==> config.mk <==
export PLATFORM = sky130hd
export DESIGN_NAME = inst_encoder_flat
export DESIGN_NICKNAME = d
export VERILOG_FILES = /design/src/rtl/inst_encoder_if.sv /design/src/rtl/inst_encoder.sv /design/src/flat_wrapper.sv
export SDC_FILE = /design/constraint.sdc
export NUM_CORES = 1
export LEC_CHECK = 0
export CAP_MARGIN = 30
export CORE_ASPECT_RATIO = 0.8
export CORE_MARGIN = 4
export CORE_UTILIZATION = 34
export DETAILED_ROUTE_END_ITERATION = 7
export PLACE_DENSITY_LB_ADDON = 0.15
export RECOVER_POWER = 25
export SLEW_MARGIN = 40
export SYNTH_ARGS = -nofsm -noshare
export SYNTH_HDL_FRONTEND = slang
export SYNTH_SLANG_ARGS = --single-unit
==> constraint.sdc <==
create_clock -name clk -period 2.7 [get_ports clk]
set_clock_uncertainty 0.2 [all_clocks]
set_input_delay 0.54 -clock clk [delete_from_list [all_inputs] [get_ports clk]]
set_output_delay 0.54 -clock clk [all_outputs]
set_load 0.05 [all_outputs]
==> src/rtl/inst_encoder_if.sv <==
// Handshake bundle for inst_encoder: decoded-field input stream and encoded-word output stream.
// Latency: none, wires only.
// Backpressure: in_valid/in_ready on the input side and out_valid/out_ready on the output side.
// Ports (modports):
//   slave  - the encoder: consumes in_*, produces in_ready and out_*, consumes out_ready.
//   master - the producer/sink pair driving the encoder (program loader, bench).
interface inst_encoder_if #(
  parameter int ADDR_W = 8
);
  logic              in_valid;
  logic              in_ready;
  logic [2:0]        in_fmt;
  logic [6:0]        in_opcode;
  logic [4:0]        in_rd;
  logic [4:0]        in_rs1;
  logic [4:0]        in_rs2;
  logic [2:0]        in_funct3;
  logic [6:0]        in_funct7;
  logic [31:0]       in_imm;
  logic              in_last;
  logic              out_valid;
  logic              out_ready;
  logic [31:0]       out_inst;
  logic [ADDR_W-1:0] out_addr;
  logic              out_err;

  modport slave (
    input  in_valid, in_fmt, in_opcode, in_rd, in_rs1, in_rs2,
           in_funct3, in_funct7, in_imm, in_last, out_ready,
    output in_ready, out_valid, out_inst, out_addr, out_err
  );

  modport master (
    output in_valid, in_fmt, in_opcode, in_rd, in_rs1, in_rs2,
           in_funct3, in_funct7, in_imm, in_last, out_ready,
    input  in_ready, out_valid, out_inst, out_addr, out_err
  );
endinterface

==> src/rtl/inst_encoder.sv <==
// Streaming RV32I encoder: packs decoded fields into instruction words with range-checked immediates.
// Latency: 1 cycle, single output register, full throughput (reload on simultaneous in/out handshake).
// Backpressure: in_ready = !out_valid || out_ready while loading; outputs hold while stalled.
// Ports:
//   clk, reset   - rising-edge clock, synchronous active-high reset
//   start        - begin a load session from IDLE/DONE (address and err_cnt cleared)
//   bus          - inst_encoder_if.slave: field input stream and encoded word/address output stream
//   err_cnt      - saturating count of unencodable words in the current session
//   done         - session complete (last word has left the output register)
module inst_encoder #(
  parameter int ADDR_W = 8,
  parameter int DEPTH  = 256
) (
  input  logic          clk,
  input  logic          reset,
  input  logic          start,
  inst_encoder_if.slave bus,
  output logic [7:0]    err_cnt,
  output logic          done
);

  localparam logic [31:0]       NOP       = 32'h0000_0013;  // addi x0,x0,0
  localparam logic [ADDR_W-1:0] LAST_ADDR = ADDR_W'(DEPTH - 1);

  localparam logic [2:0] FMT_R     = 3'd0;
  localparam logic [2:0] FMT_I     = 3'd1;
  localparam logic [2:0] FMT_SHIFT = 3'd2;
  localparam logic [2:0] FMT_S     = 3'd3;
  localparam logic [2:0] FMT_B     = 3'd4;
  localparam logic [2:0] FMT_J     = 3'd5;
  localparam logic [2:0] FMT_U     = 3'd6;

  typedef enum logic [1:0] {
    S_IDLE,
    S_LOAD,
    S_DRAIN,
    S_DONE
  } state_t;

  state_t            state_q,     state_d;
  logic              out_valid_q, out_valid_d;
  logic [31:0]       out_inst_q,  out_inst_d;
  logic [ADDR_W-1:0] out_addr_q,  out_addr_d;
  logic              out_err_q,   out_err_d;
  logic [ADDR_W-1:0] next_addr_q, next_addr_d;
  logic [7:0]        err_cnt_q,   err_cnt_d;
  logic              done_q,      done_d;

  logic        in_hs;
  logic        out_hs;
  logic        legal;
  logic [31:0] enc;
  logic [31:0] imm;

  assign imm = bus.in_imm;

  // Ready depends combinationally on out_ready so a stalled-then-released
  // register can reload in the same cycle it drains.
  assign bus.in_ready = (state_q == S_LOAD) && (!out_valid_q || bus.out_ready);
  assign in_hs        = bus.in_valid && bus.in_ready;
  assign out_hs       = out_valid_q && bus.out_ready;

  assign bus.out_valid = out_valid_q;
  assign bus.out_inst  = out_inst_q;
  assign bus.out_addr  = out_addr_q;
  assign bus.out_err   = out_err_q;
  assign err_cnt       = err_cnt_q;
  assign done          = done_q;

  // Field packing and immediate range check. "All equal" on the upper bits
  // means the value fits the sign-extended immediate of that format.
  always_comb begin
    enc   = NOP;
    legal = 1'b1;
    case (bus.in_fmt)
      FMT_R: begin
        enc = {bus.in_funct7, bus.in_rs2, bus.in_rs1, bus.in_funct3, bus.in_rd, bus.in_opcode};
      end
      FMT_I: begin
        enc   = {imm[11:0], bus.in_rs1, bus.in_funct3, bus.in_rd, bus.in_opcode};
        legal = (&imm[31:11]) || !(|imm[31:11]);
      end
      FMT_SHIFT: begin
        enc   = {bus.in_funct7, imm[4:0], bus.in_rs1, bus.in_funct3, bus.in_rd, bus.in_opcode};
        legal = !(|imm[31:5]);
      end
      FMT_S: begin
        enc   = {imm[11:5], bus.in_rs2, bus.in_rs1, bus.in_funct3, imm[4:0], bus.in_opcode};
        legal = (&imm[31:11]) || !(|imm[31:11]);
      end
      FMT_B: begin
        enc   = {imm[12], imm[10:5], bus.in_rs2, bus.in_rs1, bus.in_funct3,
                 imm[4:1], imm[11], bus.in_opcode};
        legal = ((&imm[31:12]) || !(|imm[31:12])) && !imm[0];
      end
      FMT_J: begin
        enc   = {imm[20], imm[10:1], imm[11], imm[19:12], bus.in_rd, bus.in_opcode};
        legal = ((&imm[31:20]) || !(|imm[31:20])) && !imm[0];
      end
      FMT_U: begin
        enc   = {imm[31:12], bus.in_rd, bus.in_opcode};
        legal = !(|imm[11:0]);
      end
      default: begin
        legal = 1'b0;
      end
    endcase
    if (!legal) begin
      enc = NOP;
    end
  end

  always_comb begin
    state_d     = state_q;
    out_valid_d = out_valid_q;
    out_inst_d  = out_inst_q;
    out_addr_d  = out_addr_q;
    out_err_d   = out_err_q;
    next_addr_d = next_addr_q;
    err_cnt_d   = err_cnt_q;
    done_d      = done_q;

    case (state_q)
      S_IDLE, S_DONE: begin
        if (start) begin
          state_d     = S_LOAD;
          next_addr_d = '0;
          err_cnt_d   = '0;
          done_d      = 1'b0;
        end
      end
      S_LOAD: begin
        if (in_hs && bus.in_last) begin
          state_d = S_DRAIN;
        end
      end
      S_DRAIN: begin
        // The last word is sitting in the output register; leave once it is taken.
        if (out_hs) begin
          state_d = S_DONE;
          done_d  = 1'b1;
        end
      end
      default: begin
        state_d = S_IDLE;
      end
    endcase

    if (out_hs) begin
      out_valid_d = 1'b0;
    end

    // An input handshake wins over the drain above, giving back-to-back words.
    // The address slot is taken at load time, so an error word still uses one.
    if (in_hs) begin
      out_valid_d = 1'b1;
      out_inst_d  = enc;
      out_addr_d  = next_addr_q;
      out_err_d   = !legal;
      next_addr_d = (next_addr_q == LAST_ADDR) ? '0 : next_addr_q + ADDR_W'(1);
      if (!legal && (err_cnt_q != 8'hFF)) begin
        err_cnt_d = err_cnt_q + 8'd1;
      end
    end
  end

  always_ff @(posedge clk) begin
    if (reset) begin
      state_q     <= S_IDLE;
      out_valid_q <= 1'b0;
      out_inst_q  <= '0;
      out_addr_q  <= '0;
      out_err_q   <= 1'b0;
      next_addr_q <= '0;
      err_cnt_q   <= '0;
      done_q      <= 1'b0;
    end else begin
      state_q     <= state_d;
      out_valid_q <= out_valid_d;
      out_inst_q  <= out_inst_d;
      out_addr_q  <= out_addr_d;
      out_err_q   <= out_err_d;
      next_addr_q <= next_addr_d;
      err_cnt_q   <= err_cnt_d;
      done_q      <= done_d;
    end
  end

endmodule
==> src/flat_wrapper.sv <==
// flat-port wrapper written by rule: the top's interface ports become plain ports
module inst_encoder_flat 
#(
  parameter int ADDR_W = 8,
  parameter int DEPTH  = 256
)
  (clk, reset, start, err_cnt, done, bus_in_valid, bus_in_fmt, bus_in_opcode, bus_in_rd, bus_in_rs1, bus_in_rs2, bus_in_funct3, bus_in_funct7, bus_in_imm, bus_in_last, bus_out_ready, bus_in_ready, bus_out_valid, bus_out_inst, bus_out_addr, bus_out_err);
  inst_encoder_if #(.ADDR_W(ADDR_W)) bus_i ();
  input  logic clk;
  input  logic reset;
  input  logic start;
  output logic [7:0] err_cnt;
  output logic done;
  input wire logic [$bits(bus_i.in_valid)-1:0] bus_in_valid;
  input wire logic [$bits(bus_i.in_fmt)-1:0] bus_in_fmt;
  input wire logic [$bits(bus_i.in_opcode)-1:0] bus_in_opcode;
  input wire logic [$bits(bus_i.in_rd)-1:0] bus_in_rd;
  input wire logic [$bits(bus_i.in_rs1)-1:0] bus_in_rs1;
  input wire logic [$bits(bus_i.in_rs2)-1:0] bus_in_rs2;
  input wire logic [$bits(bus_i.in_funct3)-1:0] bus_in_funct3;
  input wire logic [$bits(bus_i.in_funct7)-1:0] bus_in_funct7;
  input wire logic [$bits(bus_i.in_imm)-1:0] bus_in_imm;
  input wire logic [$bits(bus_i.in_last)-1:0] bus_in_last;
  input wire logic [$bits(bus_i.out_ready)-1:0] bus_out_ready;
  output wire logic [$bits(bus_i.in_ready)-1:0] bus_in_ready;
  output wire logic [$bits(bus_i.out_valid)-1:0] bus_out_valid;
  output wire logic [$bits(bus_i.out_inst)-1:0] bus_out_inst;
  output wire logic [$bits(bus_i.out_addr)-1:0] bus_out_addr;
  output wire logic [$bits(bus_i.out_err)-1:0] bus_out_err;
  assign bus_i.in_valid = bus_in_valid;
  assign bus_i.in_fmt = bus_in_fmt;
  assign bus_i.in_opcode = bus_in_opcode;
  assign bus_i.in_rd = bus_in_rd;
  assign bus_i.in_rs1 = bus_in_rs1;
  assign bus_i.in_rs2 = bus_in_rs2;
  assign bus_i.in_funct3 = bus_in_funct3;
  assign bus_i.in_funct7 = bus_in_funct7;
  assign bus_i.in_imm = bus_in_imm;
  assign bus_i.in_last = bus_in_last;
  assign bus_i.out_ready = bus_out_ready;
  assign bus_in_ready = bus_i.in_ready;
  assign bus_out_valid = bus_i.out_valid;
  assign bus_out_inst = bus_i.out_inst;
  assign bus_out_addr = bus_i.out_addr;
  assign bus_out_err = bus_i.out_err;
  inst_encoder #(.ADDR_W(ADDR_W), .DEPTH(DEPTH)) u_core (.clk(clk), .reset(reset), .start(start), .bus(bus_i), .err_cnt(err_cnt), .done(done));
endmodule
Yosys cells after proc, flatten, opt, wreduce, memory -nomap -nowiden. Index checks and enable logic that the tools add are counted.

Output and inout port bits: 52. Flip-flop bits (word level): 61. Word-level logic and storage cells: 82. Bits of input ports: 73.

Add/sub/neg operators: 2. Muxes and demuxes: 20. Equality and inequality tests: 14. Reduce and logical (&&, ||, !) cells: 38.

Operators by type and width (count): 32-bit one-hot mux with 7 select lines (1); 8-bit two-way mux (8); 32-bit two-way mux (1); 27-bit OR reduction (1); 12-bit OR reduction (2); 21-bit AND reduction (1); 21-bit OR reduction (1); 20-bit AND reduction (1); 20-bit OR reduction (1); 8-bit by 1-bit adder with 8-bit output, second input constant (2); 12-bit AND reduction (1); 3-bit == test, second input constant (3); 8-bit == test, second input constant (1); 1-bit zero test (8); 8-bit inequality test, second input constant (1); 2-bit nonzero test (4); 1-bit logical AND (7); 3-bit by 2-bit == test with 1-bit output, second input constant (2); 2-bit two-way mux (3); 1-bit one-hot mux with 6 select lines (1); 2-bit one-hot mux with 3 select lines (1); 3-bit AND reduction (2); 2-bit == test, second input constant (2); 1-bit logical OR (4); other kinds (10) (15).

Logic depth before layout (Yosys ltp). Gate-level depths: netlist (run 1).

Word-level depth: 9. Depth in mapped cells: 9. Mapped depth without buffers: 7.

Worst setup path after synthesis (run 1). No wires, ideal clock.

Path kind: reg2reg. Start: register u_core.err_cnt_q[0] (netlist: u_core.err_cnt[0]). End: register u_core.err_cnt_q[5] (netlist: u_core.err_cnt[5]). Buffers on the path: 1. Period minus slack after synthesis: 2434 ps. Arrival time: 2112 ps. Setup slack: 266 ps. Data required time: 2378 ps. Library setup time: 122 ps. Stages on the path, launching flop included: 9. Cell sequence: dfxtp_1 -> ha_1 -> nand3_1 -> or2_2 -> o21ai_1 -> a211o_1 -> buf_2 -> nor4_1 -> a311o_1.

Word-level cells in the longest chain between the ends: 4. Elaborated cells between the ends (all ways): 5. Classes of those cells: add/sub (1); eq/ne (1); mux (2); reduce/logical (1).

RTL lines: from (decl) (line inst_encoder.sv:46) `logic [7:0] err_cnt_q, err_cnt_d;`; from (signal assigned) (line inst_encoder.sv:184) `err_cnt_q <= err_cnt_d;`; branches (longest 2 deep; another with 8-bit by 1-bit adder with 8-bit output); 8-bit two-way mux * (line inst_encoder.sv:161) `if (!legal && (err_cnt_q != 8'hFF)) begin`; 8-bit two-way mux * (line inst_encoder.sv:155) `if (in_hs) begin`.

Every way passes the cells marked *. A chain may end at the register's enable or synchronous reset.

Worst setup path in the final report (run 1).
Start: input bus_in_imm[7]. End: register u_core.err_cnt_q[3] (netlist: u_core.err_cnt[3]).

Word-level cells in the longest chain between the ends: 7. Elaborated cells between the ends (all ways): 9. Classes of those cells: mux (3); reduce/logical (6).

RTL lines: from (decl) (line flat_wrapper.sv:22) `input wire logic [$bits(bus_i.in_imm)-1:0] bus_in_imm;`; 27-bit OR reduction / 12-bit OR reduction (equally long branches) (line inst_encoder.sv:85, inst_encoder.sv:102); 1-bit zero test, on equally long branches (line inst_encoder.sv:85, inst_encoder.sv:102); 1-bit one-hot mux with 6 select lines * (line inst_encoder.sv:75) `case (bus.in_fmt)`; 1-bit zero test *; 1-bit logical AND * (line inst_encoder.sv:161); 8-bit two-way mux * (line inst_encoder.sv:161); 8-bit two-way mux * (line inst_encoder.sv:155).

Every way passes the cells marked *; elsewhere a longest branch is shown, timed or not.

==> summary.md, run 1 <==
| Metric | Value |
|---|---|
| Largest stage delay, worst path | 0.53 ns |
| Post-synthesis async set-or-reset flop share | 0% |
| Global route total overflow | 0 |
| Startpoint Class | input port |
| Gpl congestion | 0.875 |
| Yosys reg bits | 61 |
| Layout fillers | ~950 |
| DR WL/cell | between 15 and 20 um |
| Syn_area_per_cell | approximately 7.6 um^2 |
| Share of cells above drive strength 1 | between 10% and 20% |
| Switch Pwr | between 1 and 1.5 mW |
| Vias in the first global route | a little over 4000 |
| WL final | 13.0 mm |
| # nets final | between 700 and 800 |
| Worst setup EP type | flop |
| Worst r2r path cells | 7 |
| Max Slew Vio Count | 0 |
| Chip width | about 120 um |
| Final min period | ~2.6 ns |
| DRC viols | 0 |
| Max cap viols | 0 |
| Synth area leader | dfxtp_1 |
| Clock share of power | a little over a third |
| Slew margin rel. | between 50% and 60% |
| HP Class | reg -> reg |
| Antenna Cells | 0 |
| Crit-path slowest cell | clkdlybuf4s50_1 |
| Post-Syn Instances | around 480 |
| DRT iter0 DRCs | around 250 |
| DIE AREA | around 12000 um^2 |
| Syn Std Cell Area | 3640 um^2 |
| Initial antenna violation count | 0 |
| Post-synth cell types | 54 |
| Sw frac | about a third |
| Area growth, synth to finish | 61.8% |
| Critical Path Stages | 8 |
| Critical path, cell by cell | clkdlybuf4s50_1 > nor4_4 > a31oi_1 > o41ai_4 > buf_6 > a211o_1 > or4b_1 > a31oi_1 |
| Total I/O pin count | around 130 |
| Via-to-Cell Ratio | approximately 5.4 |
| CTS sink cnt | 61 |
| Clk_lat worst skew | between 0.3 and 0.4 ns |
| Outcome | complete, no violations |
| Slew @ Worst Pin | approximately 0.74 ns |
| Sequential share of the synthesized area | about a third |
| First-pass GRT wire length | between 20 and 25 mm |
| Fin Setup TNS | 0 ns |
| Largest net degree at the start of global routing | 44 |
| Die Height | just over 100 um |
| Cell Rows | 33 |
| Synth top area share | around 34% |
| Yosys warns | 0 |
| H-tree depth | 3 |
| Max Clk Rate | between 0.3 and 0.4 GHz |
| Starting Density | a little over a third |
| Final setup vio count | 0 |
| Post-route insts no fill | about 790 |
| CTS Buf Count | 9 |
| CP Buf/Inv Count | 2 |
| Top-count cell post-synth | nand2_1 |
| Logic pwr share | 32.6% |
| Cell Int Power | 2.03 mW |
| DRT Pass-1 Iters | 5 |
| Via count | between 4000 and 5000 |
| Post-route design area | 5880 um^2 |
| Crit path DAT | between 2 and 3 ns |
| Post-placement cell area | around 5400 um^2 |
| Total Power | ~3.0 mW |
| Clock tree root driver cell | clkbuf_16 |
| Crit Path Max Fanout | 7 |
| Synth area leaders | dfxtp_1 (34%), a21oi_1 (8.4%), nand2_1 (7.3%), o211ai_1 (6.0%), nor2_1 (5.4%) |
| Dpl hpwl | 9.29 mm |
| Synth Flop Type | dfxtp_1 |
| Critical path class | in -> reg |
| Sequential power share | about 32% |
| Final Cycle Share | a little over nine tenths |
| LEAKAGE | approximately 2.3 nW |
| Detail Route Antenna Nets | 0 |
| Worst Path Required | between 2 and 3 ns |
| Hold Crit Depth | 2 |
| CTS tree | yes |
| Buffers on Ports | 124 |
| Post-synth EDFFs | 0 |
| Final Hold Viols | 0 |
| Max IR drop VDD | roughly 0.00031 V |
| Total GRT Usage | 20.1% |
| Syn Nets | ~550 |
| Clk buf depth | 2 |
| Core box area | 10400 um^2 |
| Reg clk slew, reported paths | roughly 0.050 ns |
| Commonest cells in the netlist | nand2_1 (71), a21oi_1 (61), dfxtp_1 (61) |
| CP delay by family, top | compound AO/OA/AOI/OAI gates |
| # hold bufs at CTS | 0 |
| Most frequent CP cell | a31oi_1 |
| PwrDens | 517 nW/um^2 |
| Placed Instances | 766 |
[power groups by stage]
stage          Sequential, mW  Clock (mW)  Combinational [mW]
3_5_place_dp             1.00           0               0.966
4_1_cts                 0.985        1.09               0.974
3_3_place_gp             1.00           0               0.953
2_1_floorplan            1.12           0               0.445
5_1_grt                 0.991        1.13                1.08
6_report                0.983        1.07               0.992
[per-layer routing]
metal | GRT usage (%) | vias to the layer above | part of all wire (%)
li1 | - | 2090 | -
met3 | 4.32 | 14 | 7.3
met4 | 5.36 | 0 | 1.2
met2 | 31.9 | 160 | 45
met1 | 27.7 | 2021 | 46
met5 | 0 | - | 0
[tightest hold or removal path: cells and delay by family (launching register included)]
family	cells	cell delay (ns)
flip-flops	1	0.30
AND/OR/NAND/NOR	1	0.05
AO/OA/AOI/OAI	1	0.05
[final timing paths]
path | start | end | slack [ns]
setup / recovery | bus_in_imm[7] | u_core.err_cnt[3]$_SDFF_PP0_ | 0.08
setup reg to reg | u_core.err_cnt[0]$_SDFF_PP0_ | u_core.err_cnt[3]$_SDFF_PP0_ | 0.43
hold reg to reg | u_core.bus.out_inst[29]$_SDFFE_PP0P_ | u_core.bus.out_inst[29]$_SDFFE_PP0P_ | 0.25
hold / removal | u_core.bus.out_inst[29]$_SDFFE_PP0P_ | u_core.bus.out_inst[29]$_SDFFE_PP0P_ | 0.25
[through the flow]
stage | hold slack (ns) | worst slack [ns] | utilization [%]
after floorplan | 0.257 | 0.266 | -
after global placement | 0.240 | -0.468 | 52.1
after detailed placement | 0.245 | -0.499 | 52.1
after CTS | 0.252 | 0.000905 | 55.0
after global routing | 0.268 | -0.0344 | 56.8
final | 0.250 | 0.0768 | 56.8
[flip-flops by register name (all words and copies together) (netlist names)]
signal	count
u_core.bus.out_err	1
u_core.state_q	2
u_core.done	1
u_core.next_addr_q	8
u_core.bus.out_addr	8
u_core.bus.out_inst	32
u_core.bus.out_valid	1
u_core.err_cnt	8
[area by class of cell]
cell class	count	area [um^2]	share of cell area (%)
well taps	140	175	2.98
flip-flops and latches	61	1220	20.8
repair buffers	194	1890	32.2
clock buffers	13	260	4.42
clock inverters	3	20.0	0.340
inverters	8	30.0	0.510
multi-input cells	374	2280	38.8
[layout by cell type (no fill, tap or decap), types with 3 or more instances in the layout]
cell type	n
a221o_1	12
o21ai_0	17
dfxtp_1	61
nor3_1	4
nor2b_1	16
nor4_1	3
nor2_1	52
ha_1	4
o21ai_1	5
o211ai_1	29
mux2i_1	3
nand2_1	70
a21oi_1	60
a31oi_1	4
dlygate4sd3_1	13
nand2b_1	7
nand3_1	6
o211ai_2	5
a211oi_1	3
nand4_1	8
clkbuf_16	11
a22oi_1	11
buf_4	59
a21oi_2	6
clkdlybuf4s50_1	96
nor4_4	4
dlymetal6s2s_1	11
and2_1	3
clkbuf_1	4
and3_1	8
inv_1	7
buf_12	6
[cells by family after synthesis]
kind of cell    share of synthesized area [%]
flops                                    33.6
buf+inv                                  5.92
mux                                     0.826
xor+xnor                                0.482
compound gates                           31.4
simple gates                             26.5
fa+ha+maj                                1.38
[what timing repair did]
item | 4_1_cts | 5_1_grt
setup endpoints to repair | 41 | 40
pin swaps | 3 | 9
buffers inserted | 2 | 4
gates cloned | 0 | 5
resized for setup | 5 | 22
Power figures use the tool's default switching activity.
==> run 2, diff against run 1 <==
- CORE_UTILIZATION: 34 -> 45
==> run 2 against run 1 <==
  * Global-route usage grew 5.1 points
  * Clock power shrank 25%
  * Routed wire length shrank 6.1%
  * Critical endpoint unchanged
  * Largest cell class unchanged
  * Largest power group is now sequential cells
==> summary.md, run 2 (synthesis results as in run 1) <==
| Metric | Value |
|---|---|
| Outcome | complete, no violations (unchanged) |
| Total I/O pin count | 125 (unchanged) |
| Worst Path Required | 2.75 ns (about the same) |
| Initial antenna violation count | 0 (unchanged) |
| Slew margin rel. | 44.0% (was 50.1%) |
| DIE AREA | 9590 um^2 (was 12400 um^2) |
| Clock share of power | 29.1% (was 35.1%) |
| CTS Buf Count | 9 (unchanged) |
| Post-route design area | 5680 um^2 (was 5880 um^2) |
| Antenna Cells | 0 (unchanged) |
| DRT Pass-1 Iters | 5 (unchanged) |
| Global route total overflow | 0 (unchanged) |
| Worst setup EP type | flop (unchanged) |
| HP Class | reg -> reg (unchanged) |
| Detail Route Antenna Nets | 0 (unchanged) |
| Starting Density | 46.0% (was 35.1%) |
| Post-placement cell area | 5290 um^2 (was 5400 um^2) |
| Chip width | 109 um (was 124 um) |
| CTS tree | yes (unchanged) |
| Via-to-Cell Ratio | 5.54 (was 5.40) |
| Via count | 4192 (was 4285) |
| Switch Pwr | 974 uW (was 1.02 mW) |
| LEAKAGE | 2.35 nW (was 2.31 nW) |
| Final Util | 71.8% (was 56.8%) |
| Cell Rows | 29 (was 33) |
| Share of cells above drive strength 1 | 16.8% (was 17.5%) |
| Critical path class | in -> reg (unchanged) |
| WL final | 12.2 mm (was 13.0 mm) |
| DRC viols | 0 (unchanged) |
| Slew @ Worst Pin | 0.831 ns (was 0.741 ns) |
| Final setup vio count | 0 (unchanged) |
| Multi-input logic area | 2260 um^2 (was 2280 um^2) |
| Die Height | 88.4 um (was 101 um) |
| DR WL/cell | 16.1 um (was 16.4 um) |
| DRT iter0 DRCs | 261 (was 251) |
| Crit path DAT | 2.74 ns (was 2.68 ns) |
| # nets final | 720 (was 725) |
| Max IR drop VDD | 0.000367 V (was 0.000306 V) |
| FF+latch area | 1220 um^2 (unchanged) |
| Max cap viols | 0 (unchanged) |
| Dpl hpwl | 8.94 mm (was 9.29 mm) |
| Gpl congestion | 0.907 (was 0.875) |
| Largest net degree at the start of global routing | 44 (unchanged) |
| Area growth, synth to finish | 56.2% (was 61.8%) |
| Max Clk Rate | 0.373 GHz (was 0.381 GHz) |
| # hold bufs at CTS | 0 (unchanged) |
| First-pass GRT wire length | 19.4 mm (was 20.2 mm) |
| Total GRT Usage | 25.2% (was 20.1%) |
| Final Hold Viols | 0 (unchanged) |
| Sequential power share | 35.9% (was 32.3%) |
| Buffers on Ports | 124 (unchanged) |
| Most frequent cells in the layout | clkdlybuf4s50_1 (87), nand2_1 (70), a21oi_1 (61), dfxtp_1 (61), buf_4 (59) (was clkdlybuf4s50_1 (96), nand2_1 (70), dfxtp_1 (61)) |
| Fin Setup TNS | 0 ns (unchanged) |
| Startpoint Class | input port (unchanged) |
| PwrDens | 483 nW/um^2 (was 517 nW/um^2) |
| Total Power | 2.74 mW (was 3.04 mW) |
| Crit Path Max Fanout | 7 (unchanged) |
| Reg clk slew, reported paths | 0.07 ns (was 0.05 ns) |
| H-tree depth | 3 (unchanged) |
| Final Cycle Share | 99.3% (was 97.2%) |
| Logic pwr share | 35.0% (was 32.6%) |
| Clock tree root driver cell | clkbuf_8 (was clkbuf_16) |
| Layout fillers | 651 (was 948) |
| Final min period | 2.68 ns (was 2.62 ns) |
| Max Slew Vio Count | 0 (unchanged) |
| CTS sink cnt | 61 (unchanged) |
| Cell Int Power | 1.77 mW (was 2.03 mW) |
| Core box area | 7910 um^2 (was 10400 um^2) |
| Clk_lat worst skew | 0.33 ns (was 0.32 ns) |
| Vias in the first global route | 4029 (was 4159) |
| Sw frac | 35.5% (was 33.4%) |
| Clk buf depth | 2 (unchanged) |
| Most common cell after layout, fill and taps aside | clkdlybuf4s50_1 (unchanged) |
| Largest register FFs | 32 (unchanged) |
[run 2: cell types whose count changed in the layout (fill, tap and decap cells not counted), sizes merged]
cell	before	now
a211o	2	1
buf	68	65
bufinv	0	1
clkbuf	17	13
clkdlybuf4s50	96	87
clkinv	2	4
clkinvlp	2	1
dlygate4sd2	2	0
dlygate4sd3	13	11
dlymetal6s2s	11	24
inv	7	9
o211a	2	1
[run 2: routing by layer]
| metal | vias to the layer above | track usage, % | routed length, um |
|---|---|---|---|
| li1 | 2071 | - | - |
| met1 | 1952 | 32.5 | 5490 |
| met2 | 147 | 42.9 | 5750 |
| met3 | 22 | 5.03 | 728 |
| met4 | 0 | 7.57 | 209 |
| met5 | - | 0 | 0 |
[run 2: repair_timing]
item	in CTS	in global routing
pin swaps	3	15
cloned	0	1
endpoints found under the setup margin	10	40
gates resized for setup	3	33
buffers inserted	1	6
[run 2: area by class of cell]
| class | instances | area share [%] |
|---|---|---|
| sequential | 61 | 21.5 |
| timing repair buffer | 191 | 32.4 |
| clock inverter | 7 | 1.30 |
| tap | 108 | 2.38 |
| inverter | 8 | 0.529 |
| multi-input combinational | 372 | 39.7 |
| clock buffer | 9 | 2.18 |
[run 2: power by group through the flow]
stage | Clock (mW) | Combinational, mW | Sequential (mW)
6_report | 0.799 | 0.961 | 0.984
4_1_cts | 0.814 | 0.962 | 0.984
5_1_grt | 0.870 | 1.04 | 0.990
3_3_place_gp | 0 | 0.931 | 1.00
2_1_floorplan | 0 | 0.445 | 1.12
3_5_place_dp | 0 | 0.949 | 1.00
[run 2: final timing paths]
path	cells after the start	slack (ns)	startpoint	endpoint
setup / recovery	9	0.02	bus_in_imm[17]	u_core.err_cnt[3]$_SDFF_PP0_
hold / removal	2	0.25	u_core.bus.out_inst[2]$_SDFFE_PP0P_	u_core.bus.out_inst[2]$_SDFFE_PP0P_
setup reg to reg	8	0.28	u_core.err_cnt[0]$_SDFF_PP0_	u_core.err_cnt[3]$_SDFF_PP0_
hold reg to reg	2	0.25	u_core.bus.out_inst[2]$_SDFFE_PP0P_	u_core.bus.out_inst[2]$_SDFFE_PP0P_
[run 2: worst max-delay path: stages]
cell and delay, ns:
clkdlybuf4s50_1 0.51, nor4_2 0.07, nand2_2 0.12, o211ai_1 0.16, buf_4 0.19, a211o_1 0.32
buf_6 0.14, or4b_1 0.50, a31oi_1 0.18
[run 2: through the flow]
stage | hold slack (ns) | worst slack (ns) | std cells
after floorplan | 0.257 | 0.266 | 477
after global placement | 0.238 | -0.491 | 732
after detailed placement | 0.247 | -0.562 | 732
after CTS | 0.258 | -0.0175 | 749
after global routing | 0.277 | -0.0853 | 756
final | 0.250 | 0.0181 | 756
